## src/rtl/scope_pkg.sv

```systemverilog
// Shared scope constants: capture FSM state encoding and display colours
// used by the grid and waveform renderers.
package scope_pkg;

  typedef logic [2:0] state_t;

  localparam state_t ST_IDLE = 3'd0;
  localparam state_t ST_WAIT = 3'd1;
  localparam state_t ST_CAP  = 3'd2;
  localparam state_t ST_DONE = 3'd3;

  // 12-bit RGB444 palette
  localparam logic [11:0] COLOR_BG   = 12'h000;
  localparam logic [11:0] COLOR_GRID = 12'h333;
  localparam logic [11:0] COLOR_AXIS = 12'h666;
  localparam logic [11:0] COLOR_WAVE = 12'h0F0;
  localparam logic [11:0] COLOR_TRIG = 12'hF80;

endpackage

```

## src/rtl/scope_trig_detect.sv

```systemverilog
// Edge trigger detector with auto-mode timeout. Compares each valid sample
// against the previous one; state is cleared whenever arm is low.
module scope_trig_detect #(
  parameter int SAMPLE_W = 8,
  parameter int TIMEOUT  = 1024
) (
  input  logic                clk,
  input  logic                reset_n,
  input  logic                arm,
  input  logic                auto_en,
  input  logic                trig_slope,
  input  logic [SAMPLE_W-1:0] trig_level,
  input  logic                sample_valid,
  input  logic [SAMPLE_W-1:0] sample,
  output logic                trig,
  output logic                forced
);

  localparam int TO_W = (TIMEOUT > 1) ? $clog2(TIMEOUT) : 1;
  localparam logic [TO_W-1:0] TO_MAX = TO_W'(TIMEOUT - 1);

  logic [SAMPLE_W-1:0] prev;
  logic                prev_valid;
  logic [TO_W-1:0]     to_cnt;
  logic                rise, fall, edge_hit, to_hit;

  always_ff @(posedge clk or negedge reset_n) begin
    if (!reset_n) begin
      prev       <= '0;
      prev_valid <= 1'b0;
      to_cnt     <= '0;
    end else if (!arm) begin
      prev_valid <= 1'b0;
      to_cnt     <= '0;
    end else if (sample_valid) begin
      prev       <= sample;
      prev_valid <= 1'b1;
      // saturate so a late auto_en still forces on the next sample
      if (to_cnt != TO_MAX) to_cnt <= to_cnt + 1'b1;
    end
  end

  always_comb begin
    rise     = (prev < trig_level) && (sample >= trig_level);
    fall     = (prev > trig_level) && (sample <= trig_level);
    edge_hit = prev_valid && (trig_slope ? rise : fall);
    to_hit   = auto_en && (to_cnt == TO_MAX);
    trig     = arm && sample_valid && (edge_hit || to_hit);
    forced   = arm && sample_valid && to_hit && !edge_hit;
  end

endmodule

```

## src/rtl/scope_capture_ctrl.sv

```systemverilog
// Waveform acquisition sequencer: trigger, DEPTH-sample capture into the back
// bank of a ping-pong RAM, bank swap only at frame_start.
module scope_capture_ctrl
  import scope_pkg::*;
#(
  parameter int SAMPLE_W = 8,
  parameter int DEPTH    = 400,
  parameter int ADDR_W   = 9,
  parameter int TIMEOUT  = 1024
) (
  input  logic                clk,
  input  logic                reset_n,
  input  logic                frame_start,
  input  logic                run,
  input  logic                single,
  input  logic                auto_en,
  input  logic                trig_slope,
  input  logic [SAMPLE_W-1:0] trig_level,
  input  logic                sample_valid,
  input  logic [SAMPLE_W-1:0] sample,
  output logic                wr_en,
  output logic                wr_bank,
  output logic [ADDR_W-1:0]   wr_addr,
  output logic [SAMPLE_W-1:0] wr_data,
  output logic                disp_bank,
  output logic                disp_forced,
  output logic [2:0]          state,
  output logic [7:0]          frame_cnt
);

  localparam logic [ADDR_W-1:0] LAST_ADDR = ADDR_W'(DEPTH - 1);

  state_t              nxt;
  logic                arm, trig, trig_forced;
  logic                write, last_wr, swap, pend_any;
  logic [ADDR_W-1:0]   cap_addr;
  logic                cap_forced, single_pend;

  scope_trig_detect #(
    .SAMPLE_W (SAMPLE_W),
    .TIMEOUT  (TIMEOUT)
  ) u_trig (
    .clk          (clk),
    .reset_n      (reset_n),
    .arm          (arm),
    .auto_en      (auto_en),
    .trig_slope   (trig_slope),
    .trig_level   (trig_level),
    .sample_valid (sample_valid),
    .sample       (sample),
    .trig         (trig),
    .forced       (trig_forced)
  );

  always_ff @(posedge clk or negedge reset_n) begin
    if (!reset_n) state <= ST_IDLE;
    else          state <= nxt;
  end

  always_comb begin
    nxt = state;
    case (state)
      ST_IDLE: if (run || single) nxt = ST_WAIT;
      ST_WAIT: if (trig)          nxt = ST_CAP;
      ST_CAP:  if (last_wr)       nxt = ST_DONE;
      ST_DONE: if (swap)          nxt = (run || pend_any) ? ST_WAIT : ST_IDLE;
      default:                    nxt = ST_IDLE;
    endcase
  end

  // A frame_start landing while the final write is still on the bus is
  // skipped, so the renderer never flips onto a bank mid-write.
  always_comb begin
    arm      = (state == ST_WAIT);
    write    = trig || ((state == ST_CAP) && sample_valid);
    last_wr  = (state == ST_CAP) && sample_valid && (cap_addr == LAST_ADDR);
    swap     = (state == ST_DONE) && frame_start && !wr_en;
    pend_any = single_pend || single;
  end

  always_ff @(posedge clk or negedge reset_n) begin
    if (!reset_n) begin
      wr_en      <= 1'b0;
      wr_addr    <= '0;
      wr_data    <= '0;
      cap_addr   <= '0;
      cap_forced <= 1'b0;
    end else begin
      wr_en <= write;
      if (write) begin
        wr_addr  <= cap_addr;
        wr_data  <= sample;
        cap_addr <= cap_addr + 1'b1;
      end else if (state != ST_CAP) begin
        cap_addr <= '0;
      end
      if (trig) cap_forced <= trig_forced;
    end
  end

  always_ff @(posedge clk or negedge reset_n) begin
    if (!reset_n) begin
      wr_bank     <= 1'b1;
      disp_bank   <= 1'b0;
      disp_forced <= 1'b0;
      frame_cnt   <= '0;
      single_pend <= 1'b0;
    end else if (swap) begin
      disp_bank   <= wr_bank;
      wr_bank     <= ~wr_bank;
      disp_forced <= cap_forced;
      frame_cnt   <= frame_cnt + 1'b1;
      single_pend <= 1'b0;
    end else if (single && (state != ST_IDLE)) begin
      single_pend <= 1'b1;
    end
  end

endmodule
```

## config.mk

```make
export PLATFORM = sky130hd
export DESIGN_NAME = scope_capture_ctrl
export DESIGN_NICKNAME = d
export VERILOG_FILES = /design/src/rtl/scope_pkg.sv /design/src/rtl/scope_trig_detect.sv /design/src/rtl/scope_capture_ctrl.sv
export SDC_FILE = /design/constraint.sdc
export NUM_CORES = 1
export LEC_CHECK = 0
export ABC_AREA = 1
export CAP_MARGIN = 15
export CORE_MARGIN = 3
export CORE_UTILIZATION = 35
export CTS_CLUSTER_DIAMETER = 80
export DETAILED_ROUTE_END_ITERATION = 6
export GPL_TIMING_DRIVEN = 0
export PLACE_DENSITY_LB_ADDON = 0.2
export SETUP_SLACK_MARGIN = 0.1
export SYNTH_ARGS = -nofsm -noshare
export SYNTH_HDL_FRONTEND = slang
export SYNTH_SLANG_ARGS = --single-unit
export TNS_END_PERCENT = 1
```

## constraint.sdc

```tcl
create_clock -name clk -period 2 [get_ports clk]
set_input_delay 0.3 -clock clk [delete_from_list [all_inputs] [get_ports clk]]
set_output_delay 0.3 -clock clk [all_outputs]
set_load 0.03 [all_outputs]
```

======== Word-level counts from Yosys, hierarchy flattened ========
Index checks and enable logic that the tools add are counted.
Widths: inputs -> output; s select.
operators by class
  add/sub/neg operators ................... 3
  $lt $le $gt $ge ......................... 4
  equality and inequality tests ........... 13
  multiplexer cells ....................... 16
  bitwise operators ....................... 1
  reduce and logical (&&, ||, !) cells .... 27
operators by type and width
  operator               count
  $mux 10                3
  $mux 9                 2
  $logic_and 1x1->1      13
  $mux 3                 4
  $ne 2x2->1 const B     6
  $pmux 3 s4             1
  $add 10x1->10 const B  1
  $eq 10x10->1 const B   1
  $ne 10x10->1 const B   1
  $add 9x1->9 const B    1
  $eq 9x9->1 const B     1
  $add 8x1->8 const B    1
  $ge 8x8->1             1
  $gt 8x8->1             1
  $le 8x8->1             1
  $lt 8x8->1             1
  $eq 3x2->1 const B     2
  $mux 1                 6
  $logic_or 1x1->1       5
  $reduce_and 2->1       2
  $reduce_and 4->1       1
  $reduce_bool 2->1      2
  $eq 3x1->1 const B     1
  $logic_not 3->1        1
  4 further kinds        5
word-level totals
  flip-flop bits (word level) ............. 62
  input port bits ......................... 24
  output and inout port bits .............. 32
  logic and storage cells ................. 78

======== Depth between registers and ports, before layout ========
Gate-level depths: netlist of the first run.
  word-level depth ........................ 8
  gate-level depth with buffers ........... 18
  gate-level depth less buffers ........... 17

======== Hierarchy ========
From an unflattened synthesis of the first run, not the netlist that was laid out.
second synthesis, totals
  cells, all modules ...................... 423
  area total of the unflattened synthesis .. 3,504.6 um^2
modules (own cells, without submodules)
  module              instances  cells each  area each (um^2)  sequential area each (um^2)
  scope_capture_ctrl  1          232         2,049.5           1,052.3
  scope_trig_detect   1          191         1,455.1           475.5

======== Worst setup path before layout of the first run ========
OpenSTA, ideal clock, no wires.
  kind .................................... reg2reg
  start point ............................. register state[1]
  end point ............................... register wr_addr[5]
  library setup time ...................... 0.118 ns
  arrival ................................. 1.927 ns
  required time ........................... 1.882 ns
  setup slack ............................. -0.044 ns
  stages on the path, launching flop included .. 14
  path buffers ............................ 3
  period minus slack after synthesis ...... 2.044 ns
  path through ............................ dfrtp_1 > inv_1 > ha_1 > buf_4 > nand2_1 > buf_2 > nor2_1 > nand2_1 > nor2_4 > nor2_8 > nand2_8 > buf_6 > nand2_1 > nand2_1
on the way
  word-level cells in the longest chain between the ends .. 4
  elaborated cells between the ends (all ways) .. 6
  those cells by class .................... 2 x eq/ne; 4 x reduce/logical
ends and longest elaborated chain
  item                             RTL line                  text
  from (decl)                      scope_capture_ctrl.sv:27  output logic [2:0] state,
  from (signal assigned)           scope_capture_ctrl.sv:57  else state <= nxt;
  $eq 3x1->1                       scope_capture_ctrl.sv:74  arm = (state == ST_WAIT);
  net arm                          scope_capture_ctrl.sv:34  logic arm, trig, trig_forced;
  $logic_and 1x1->1 (2 in series)  scope_trig_detect.sv:48   trig = arm && sample_valid && (edge_hit || to_hit);
  $logic_or 1x1->1                 scope_capture_ctrl.sv:75  write = trig || ((state == ST_CAP) && sample_valid);
  net write                        scope_capture_ctrl.sv:35  logic write, last_wr, swap, pend_any;
  to (signal assigned)             scope_capture_ctrl.sv:91  wr_addr <= cap_addr;
  to (decl)                        scope_capture_ctrl.sv:23  output logic [ADDR_W-1:0] wr_addr,
The timed path passes the listed nets, and every way through them passes these cells.
A chain may end at the register's enable or synchronous reset.

======== Final worst setup path of the first run ========
  start point ............................. input trig_level[1]
  end point ............................... register wr_addr[0]
on the way
  word-level cells in the longest chain between the ends .. 7
  elaborated cells between the ends (all ways) .. 11
  those cells by class .................... 4 x order compare; 1 x mux; 6 x reduce/logical
ends and longest elaborated chain
  item                                      RTL line                                          text
  from (decl)                               scope_capture_ctrl.sv:18                          input logic [SAMPLE_W-1:0] trig_level,
  $gt 8x8->1, or another cell as far along  scope_trig_detect.sv:45                           fall = (prev > trig_level) && (sample <= trig_level);
  $logic_and 1x1->1 (on tied branches)      scope_trig_detect.sv:45, scope_trig_detect.sv:44
  $mux 1 *                                  scope_trig_detect.sv:46                           edge_hit = prev_valid && (trig_slope ? rise : fall);
  $logic_and 1x1->1 *                       scope_trig_detect.sv:46
  $logic_or 1x1->1 *                        scope_trig_detect.sv:48
  $logic_and 1x1->1 *                       scope_trig_detect.sv:48
  $logic_or 1x1->1 *                        scope_capture_ctrl.sv:75
Mark *: on every way between the ends. The rest lies on a longest branch, timed or not.

==> impl_metrics.env, run 1 <==
export IMPL_rr_worst_depth=13
export IMPL_crit_top_cell="nand2_1"
export IMPL_clock_skew_ns=0.00999
export IMPL_cts_buffers=9
export IMPL_finalPower_mw=5.66
export IMPL_gp_congestion=0.793
export IMPL_antenna_found_initial=1
export IMPL_port_buffers=54
export IMPL_synth_seq_cells=61
export IMPL_syn_cell_area_mm2=0.00337
export IMPL_grt_start_max_net_pins=62
export IMPL_leakage_nw=2.42
export IMPL_h_tree_depth=3
export IMPL_finalHoldViolations=0
export IMPL_yosysTopAreaCell="dfrtp_1"
export IMPL_drv_cap=0
export IMPL_final_cell_mix="nand2_1 (124), dfrtp_1 (58), inv_1 (40)"
export IMPL_drc_errors=0
export IMPL_die_w_um=104
export IMPL_grt_overflow=0
export IMPL_area_delta_synth_final_pct=40.8
export IMPL_setup_ws_ns=-0.0709
export IMPL_crit_family="simple AND/OR/NAND/NOR gates"
export IMPL_crit_path_max_incr_delay_ns=0.47
export IMPL_critPathRequiredTime_ns=2.23
export IMPL_grt_busiest_layer="met2"
export IMPL_cp_end_kind="flip-flop"
export IMPL_slowest_stage="clkdlybuf4s50_1"
export IMPL_grt_use_met3=0.0416
export IMPL_path_buf_inv=3
export IMPL_grt_pass1_wl_mm=12.9
export IMPL_synth_top_area_share=0.446
export IMPL_cts_tree="built"
export IMPL_startpoint_type="primary input"
export IMPL_syn_inst=405
export IMPL_hp_class="in2async"
export IMPL_use_met2=0.230
export IMPL_synthTopCellsByArea="dfrtp_1 (45%), nand2_1 (17%), ha_1 (8.5%), inv_1 (5.5%), xor2_1 (3.9%)"
export IMPL_regToRegSetupSlack_ns=-0.06
export IMPL_drt_vias_per_instance=4.66
export IMPL_crit_chain="clkdlybuf4s50_1 > inv_2 > ha_4 > nand2_1 > nand2_1 > nand2_1 > nand2_1 > nand2_1 > nand2_1 > nand2_1 > a21oi_2 > nor2_4 > nor2_8 > nand2_8 > clkbuf_16 > nand2_2 > nand2_1"
export IMPL_grt_pass1_vias=2818
export IMPL_peakVddDrop_uv=831
export IMPL_min_period_ns=2.07
export IMPL_cts_root_buf="clkbuf_8"
export IMPL_r2r_start="u_trig.prev[3]"
export IMPL_power_density_mw_per_mm2=1190
export IMPL_syn_num_nets=452
export IMPL_yosysSeqAreaShare=0.453
export IMPL_status="complete, but fails checks"
export IMPL_grtUsageTotal=0.146
export IMPL_setup_viol=26
export IMPL_r2r_end="wr_addr[0]"
export IMPL_fmaxAchievable_mhz=483
export IMPL_clk_latency_ns=0.34
export IMPL_wl_per_cell_um=13.0
export IMPL_rsz0062_at_grt="yes"
export IMPL_finalWirelength_mm=7.98
export IMPL_place_hpwl_mm=5.48
export IMPL_cp_arrival_ns=2.30
export IMPL_final_common_cell="nand2_1"
export IMPL_core_mm2=0.00928
export IMPL_synth_cell_type_count=34
export IMPL_ys_warn_count=0
export IMPL_hold_buffers=0
export IMPL_die_area_mm2=0.0108
export IMPL_clock_sinks=61
export IMPL_worstPathMaxFanout=6
export IMPL_die_h_um=104
export IMPL_initial_utilization=0.363
export IMPL_syn_area_per_cell_um2=8.32
export IMPL_post_place_cells=588
export IMPL_slew_headroom=0.471
export IMPL_final_antenna_net_count=0
export IMPL_drt_initial_drc_count=90
export IMPL_drive_gt1_frac=0.230
export IMPL_first_pass_iters=4
export IMPL_final_max_slew_viol_count=0
export IMPL_worstMarginPinSlew_ns=0.794
export IMPL_nets=525
export IMPL_path_class="in2reg"
export IMPL_cts_clk_slew_worst_paths_ns=0.08
export IMPL_grtUsageMet1=0.190
export IMPL_fp_row_count=35
export IMPL_ios=56
export IMPL_instances_no_fill=613
export IMPL_vias=2859
export IMPL_layout_worst_path_cycle_share=1.04
export IMPL_cts_buffer_depth=2
export IMPL_failed_checks="setup timing"
[cells by family (layout without fill, tap and decap cells)]
family	count (synthesis)	in the layout	synth area share
buffers and inverters	59	136	0.0739
XOR/XNOR	18	18	0.0468
AO/OA/AOI/OAI	28	28	0.0472
AND/OR/NAND/NOR	215	216	0.292
adder cells (fa/ha/maj)	23	23	0.0854
other	1	2	0.00111
flip-flops	61	61	0.453
[layer usage]
| layer | vias up | wire length (um) |
|---|---|---|
| met4 | 0 | 140 |
| met3 | 12 | 374 |
| met5 | - | 0 |
| met1 | 1362 | 3710 |
| met2 | 58 | 3750 |
| li1 | 1427 | - |
[synth_stat cells]
| library cell | instances |
|---|---|
| nand2_1 | 155 |
| dfrtp_1 | 60 |
| inv_1 | 49 |
| ha_1 | 23 |
| xor2_1 | 15 |
| a21oi_1 | 14 |
| nand3_1 | 13 |
| nand4_1 | 13 |
| nor2_1 | 13 |
| o21ai_0 | 8 |
| nor3_1 | 4 |
| buf_4 | 3 |
| nand3b_1 | 3 |
| nor4_1 | 3 |
| o31ai_1 | 3 |
| xnor2_1 | 3 |
| buf_6 | 2 |
| inv_2 | 2 |
| nand2_2 | 2 |
| nor2_8 | 2 |
| nor3_4 | 2 |
| a21o_1 | 1 |
| a21oi_2 | 1 |
| a32o_1 | 1 |
| buf_2 | 1 |
| clkbuf_1 | 1 |
| clkinv_1 | 1 |
| conb_1 | 1 |
| dfstp_2 | 1 |
| nand2_8 | 1 |
| nand3_4 | 1 |
| nor2_2 | 1 |
| nor2_4 | 1 |
| or2_2 | 1 |
[area by class of cell]
| class | count | area, um2 |
|---|---|---|
| Clock buffer | 9 | 124 |
| Tap cell | 129 | 161 |
| Sequential cell | 61 | 1530 |
| Antenna cell | 1 | 2.50 |
| Timing Repair Buffer | 61 | 661 |
| Clock inverter | 7 | 123 |
| Fill cell | 905 | 4540 |
| Inverter | 52 | 198 |
| Buffer | 7 | 71.3 |
| Multi-Input combinational cell | 286 | 1870 |
[metrics by stage]
stage | TNS, ns | cell area, um2 | utilization | worst slack (ns) | hold slack (ns)
global placement | -105.19 | 4080 | 0.440 | -1.72 | 0.456
detailed placement | -15.80 | 4080 | 0.439 | -0.618 | 0.442
CTS | -2.89 | 4380 | 0.472 | -0.127 | 0.0638
floorplan | 0 | 3380 | - | 0.121 | 0.00441
global route | -4.63 | 4740 | 0.511 | -0.194 | 0.103
finish | -1.20 | 4740 | 0.511 | -0.0709 | 0.0407
[worst max path at each step]
stage	from	end	slack, ns	depth (start not counted)
final	trig_level[1]	wr_addr[0]	-0.07	17
after global routing	trig_level[1]	wr_data[5]	-0.19	18
after CTS	trig_level[7]	wr_data[4]	-0.13	16
after detailed placement	trig_level[5]	wr_addr[4]	-0.62	15
after global placement	reset_n	state[1]	-1.72	1
after floorplan	state[1]	wr_addr[5]	0.12	13
[state kept, by name, summed over array words and instances (netlist names)]
| name | cells |
|---|---|
| cap_addr | 9 |
| cap_forced | 1 |
| disp_bank | 1 |
| disp_forced | 1 |
| frame_cnt | 8 |
| single_pend | 1 |
| state | 2 |
| u_trig.prev | 8 |
| u_trig.prev_valid | 1 |
| u_trig.to_cnt | 10 |
| wr_addr | 9 |
| wr_bank | 1 |
| wr_data | 8 |
| wr_en | 1 |
[repair_timing]
item                                    4_1_cts  5_1_grt
gates resized for setup                      17       67
setup buffers                                 2        3
pin swaps                                     4       38
endpoints found under the setup margin       34       41
cloned                                        0        3
[worst register-to-register path, cell delays in order, from the launching register on]
cell and delay (ns):
dfrtp_1 0.42, ha_4 0.29, nand2_2 0.05, inv_2 0.06, nand3_2 0.07, nor3_2 0.20, a21oi_2 0.06, a21oi_2 0.18
nor2_4 0.09, nor2_8 0.16, nand2_8 0.10, clkbuf_16 0.18, nand2_2 0.05, nand2_1 0.05
[power by group]
group	switching (mW)	internal [mW]
clock	0.529	0.834
sequential	0.280	1.58
combinational	1.42	1.02
Power figures use the tool's default switching activity.
==> run 2: changes to the inputs <==
==> constraint.sdc (replaced) <==
create_clock -name clk -period 2 [get_ports clk]
set_input_delay 0.3 -clock clk [delete_from_list [all_inputs] [get_ports clk]]
set_output_delay 0.3 -clock clk [all_outputs]
set_load 0.01 [all_outputs]
==> run 2 against run 1 <==
The run still ends with setup timing left. Register-to-register slack hardly changed. Clock skew is 0.0020 ns lower. Routed wire length is 1.2% lower. Combinational power is 14% lower. Hold slack worse by 0.022 ns. Sequential share of layout area is 0.16 points lower. Critical path type unchanged. Critical endpoint unchanged. Largest cell class unchanged. Highest routed layer unchanged.
==> impl_metrics.env, run 2 (synthesis results as in run 1) <==
export IMPL_p_int_mw=3.42
export IMPL_worstPathMaxFanout=5
export IMPL_cts_root_buf="clkbuf_8"
export IMPL_failed_checks="setup timing"
export IMPL_grt_pass1_wl_mm=12.7
export IMPL_clockPowerShare=0.257
export IMPL_grt_start_max_net_pins=62
export IMPL_grt_pass1_vias=2747
export IMPL_switching_share=0.357
export IMPL_startpoint_type="primary input"
export IMPL_drv_cap=0
export IMPL_wl_per_cell_um=12.8
export IMPL_largest_reg_flops=10
export IMPL_path_buf_inv=3
export IMPL_core_mm2=0.00928
export IMPL_final_antenna_net_count=0
export IMPL_status="complete, but fails checks"
export IMPL_cts_tree="built"
export IMPL_place_area_mm2=0.00407
export IMPL_port_buffers=54
export IMPL_layout_worst_path_cycle_share=1.03
export IMPL_drc_errors=0
export IMPL_finalHoldViolations=0
export IMPL_tns_ns=-0.710
export IMPL_slowest_stage="clkdlybuf4s50_1"
export IMPL_finalPower_mw=5.32
export IMPL_cts_buffer_depth=2
export IMPL_drt_initial_drc_count=155
export IMPL_regMostFlops="u_trig.to_cnt"
export IMPL_power_switching_mw=1.90
export IMPL_finalWirelength_mm=7.88
export IMPL_hold_buffers=0
export IMPL_holdWs_ns=0.0190
export IMPL_final_area_mm2=0.00476
export IMPL_rsz0062_at_grt="yes"
export IMPL_worstMarginPinSlew_ns=0.771
export IMPL_die_w_um=104
export IMPL_drive_gt1_frac=0.230
export IMPL_crit_chain="clkdlybuf4s50_1 > inv_2 > ha_4 > nand2_1 > nand2_1 > nand2_1 > nand2_1 > nand2_1 > nand2_1 > nand2_1 > a21oi_2 > nor2_4 > nor2_8 > nand2_8 > clkbuf_16 > nand2_1 > nand2_1"
export IMPL_peakVddDrop_uv=626
export IMPL_place_hpwl_mm=5.39
export IMPL_grt_overflow=0
export IMPL_leakage_nw=2.41
export IMPL_setup_ws_ns=-0.0649
export IMPL_cp_end_kind="flip-flop"
export IMPL_crit_path_max_incr_delay_ns=0.47
export IMPL_setup_viol=26
export IMPL_critPathRequiredTime_ns=2.23
export IMPL_rr_worst_depth=13
export IMPL_min_period_ns=2.06
export IMPL_gp_congestion=0.800
export IMPL_cp_depth=17
export IMPL_hp_class="in2async"
export IMPL_path_class="in2reg"
export IMPL_slew_headroom=0.486
export IMPL_clock_sinks=61
export IMPL_cts_clk_slew_worst_paths_ns=0.07
export IMPL_power_share_sequential=0.347
export IMPL_cp_arrival_ns=2.30
export IMPL_top_regs="u_trig.to_cnt x10, cap_addr x9, wr_addr x9"
export IMPL_clk_latency_ns=0.35
export IMPL_final_cell_mix="nand2_1 (127), dfrtp_1 (60), clkdlybuf4s50_1 (42)"
export IMPL_crit_top_cell="nand2_1"
export IMPL_first_pass_iters=4
export IMPL_ios=56
export IMPL_fmaxAchievable_mhz=484
export IMPL_antenna_found_initial=0
export IMPL_final_max_slew_viol_count=0
export IMPL_grtUsageTotal=0.143
export IMPL_initial_utilization=0.363
export IMPL_clock_skew_ns=0.00795
export IMPL_power_density_mw_per_mm2=1120
export IMPL_area_delta_synth_final_pct=41.3
export IMPL_cts_buffers=9
export IMPL_die_h_um=104
export IMPL_h_tree_depth=3
export IMPL_p_comb_frac=0.397
export IMPL_crit_family="simple AND/OR/NAND/NOR gates"
export IMPL_pre_cts_slack_ns=-0.660
export IMPL_num_fill_cells=890
export IMPL_die_area_mm2=0.0108
export IMPL_final_common_cell="nand2_1"
export IMPL_nets=530
export IMPL_antenna_cells=0
export IMPL_vias=2863
export IMPL_drt_vias_per_instance=4.64
export IMPL_fp_row_count=35
[run 2: final timing paths]
path                                startpoint          endpoint  slack, ns
min in group clk                     sample[6]        wr_data[6]       0.31
worst max register to register  u_trig.prev[3]        wr_addr[0]      -0.06
max in group asynchronous              reset_n        cap_forced       1.46
worst max-delay path             trig_level[1]        wr_addr[0]      -0.06
worst min register to register       disp_bank         disp_bank       0.47
worst min-delay path                   reset_n  u_trig.to_cnt[3]       0.02
[run 2: worst reg2reg max path, stage by stage (launching register included)]
cell	delay [ns]
dfrtp_1	0.41
ha_4	0.28
nand2_2	0.05
inv_2	0.05
nand3_2	0.06
nor3_2	0.20
a21oi_2	0.06
a21oi_2	0.20
nor2_4	0.09
nor2_8	0.15
nand2_8	0.10
clkbuf_16	0.18
nand2_1	0.06
nand2_1	0.06
[run 2: final cells by class]
cell class	instances	area, um2	area share
clock buffer	9	124	0.0260
tap	129	161	0.0339
sequential	61	1530	0.321
inverter	52	198	0.0415
clock inverter	7	123	0.0258
buffer	7	67.6	0.0142
timing repair buffer	66	687	0.144
multi-input combinational	286	1870	0.393
[run 2: metrics by stage]
step / utilization / instances
after floorplan: - / 405
after CTS: 0.472 / 608
final: 0.513 / 617
after global routing: 0.513 / 617
after global placement: 0.439 / 588
after detailed placement: 0.438 / 588
[run 2: power by group through the flow]
stage / sequential [mW] / combinational (mW) / clock, mW
CTS: 1.83 / 1.82 / 1.39
detailed placement: 1.84 / 1.78 / 0
global route: 1.89 / 2.37 / 1.45
global placement: 1.83 / 1.74 / 0
finish: 1.85 / 2.11 / 1.37
floorplan: 1.89 / 0.956 / 0
[run 2: per-layer routing]
metal  global-route usage  vias to the layer above  routed length, um
li1                     -                     1440                  -
met1                0.184                     1348               3680
met2                0.233                       64               3710
met3               0.0478                       11                408
met4               0.0351                        0                 89
met5                    0                        -                  0
[run 2: repair_timing]
| item | CTS | global route |
|---|---|---|
| gates resized for setup | 17 | 68 |
| endpoints found under the hold margin | 0 | 0 |
| pin swaps | 12 | 27 |
| setup endpoints to repair | 35 | 41 |
| setup buffers | 4 | 6 |
| cloned | 0 | 3 |
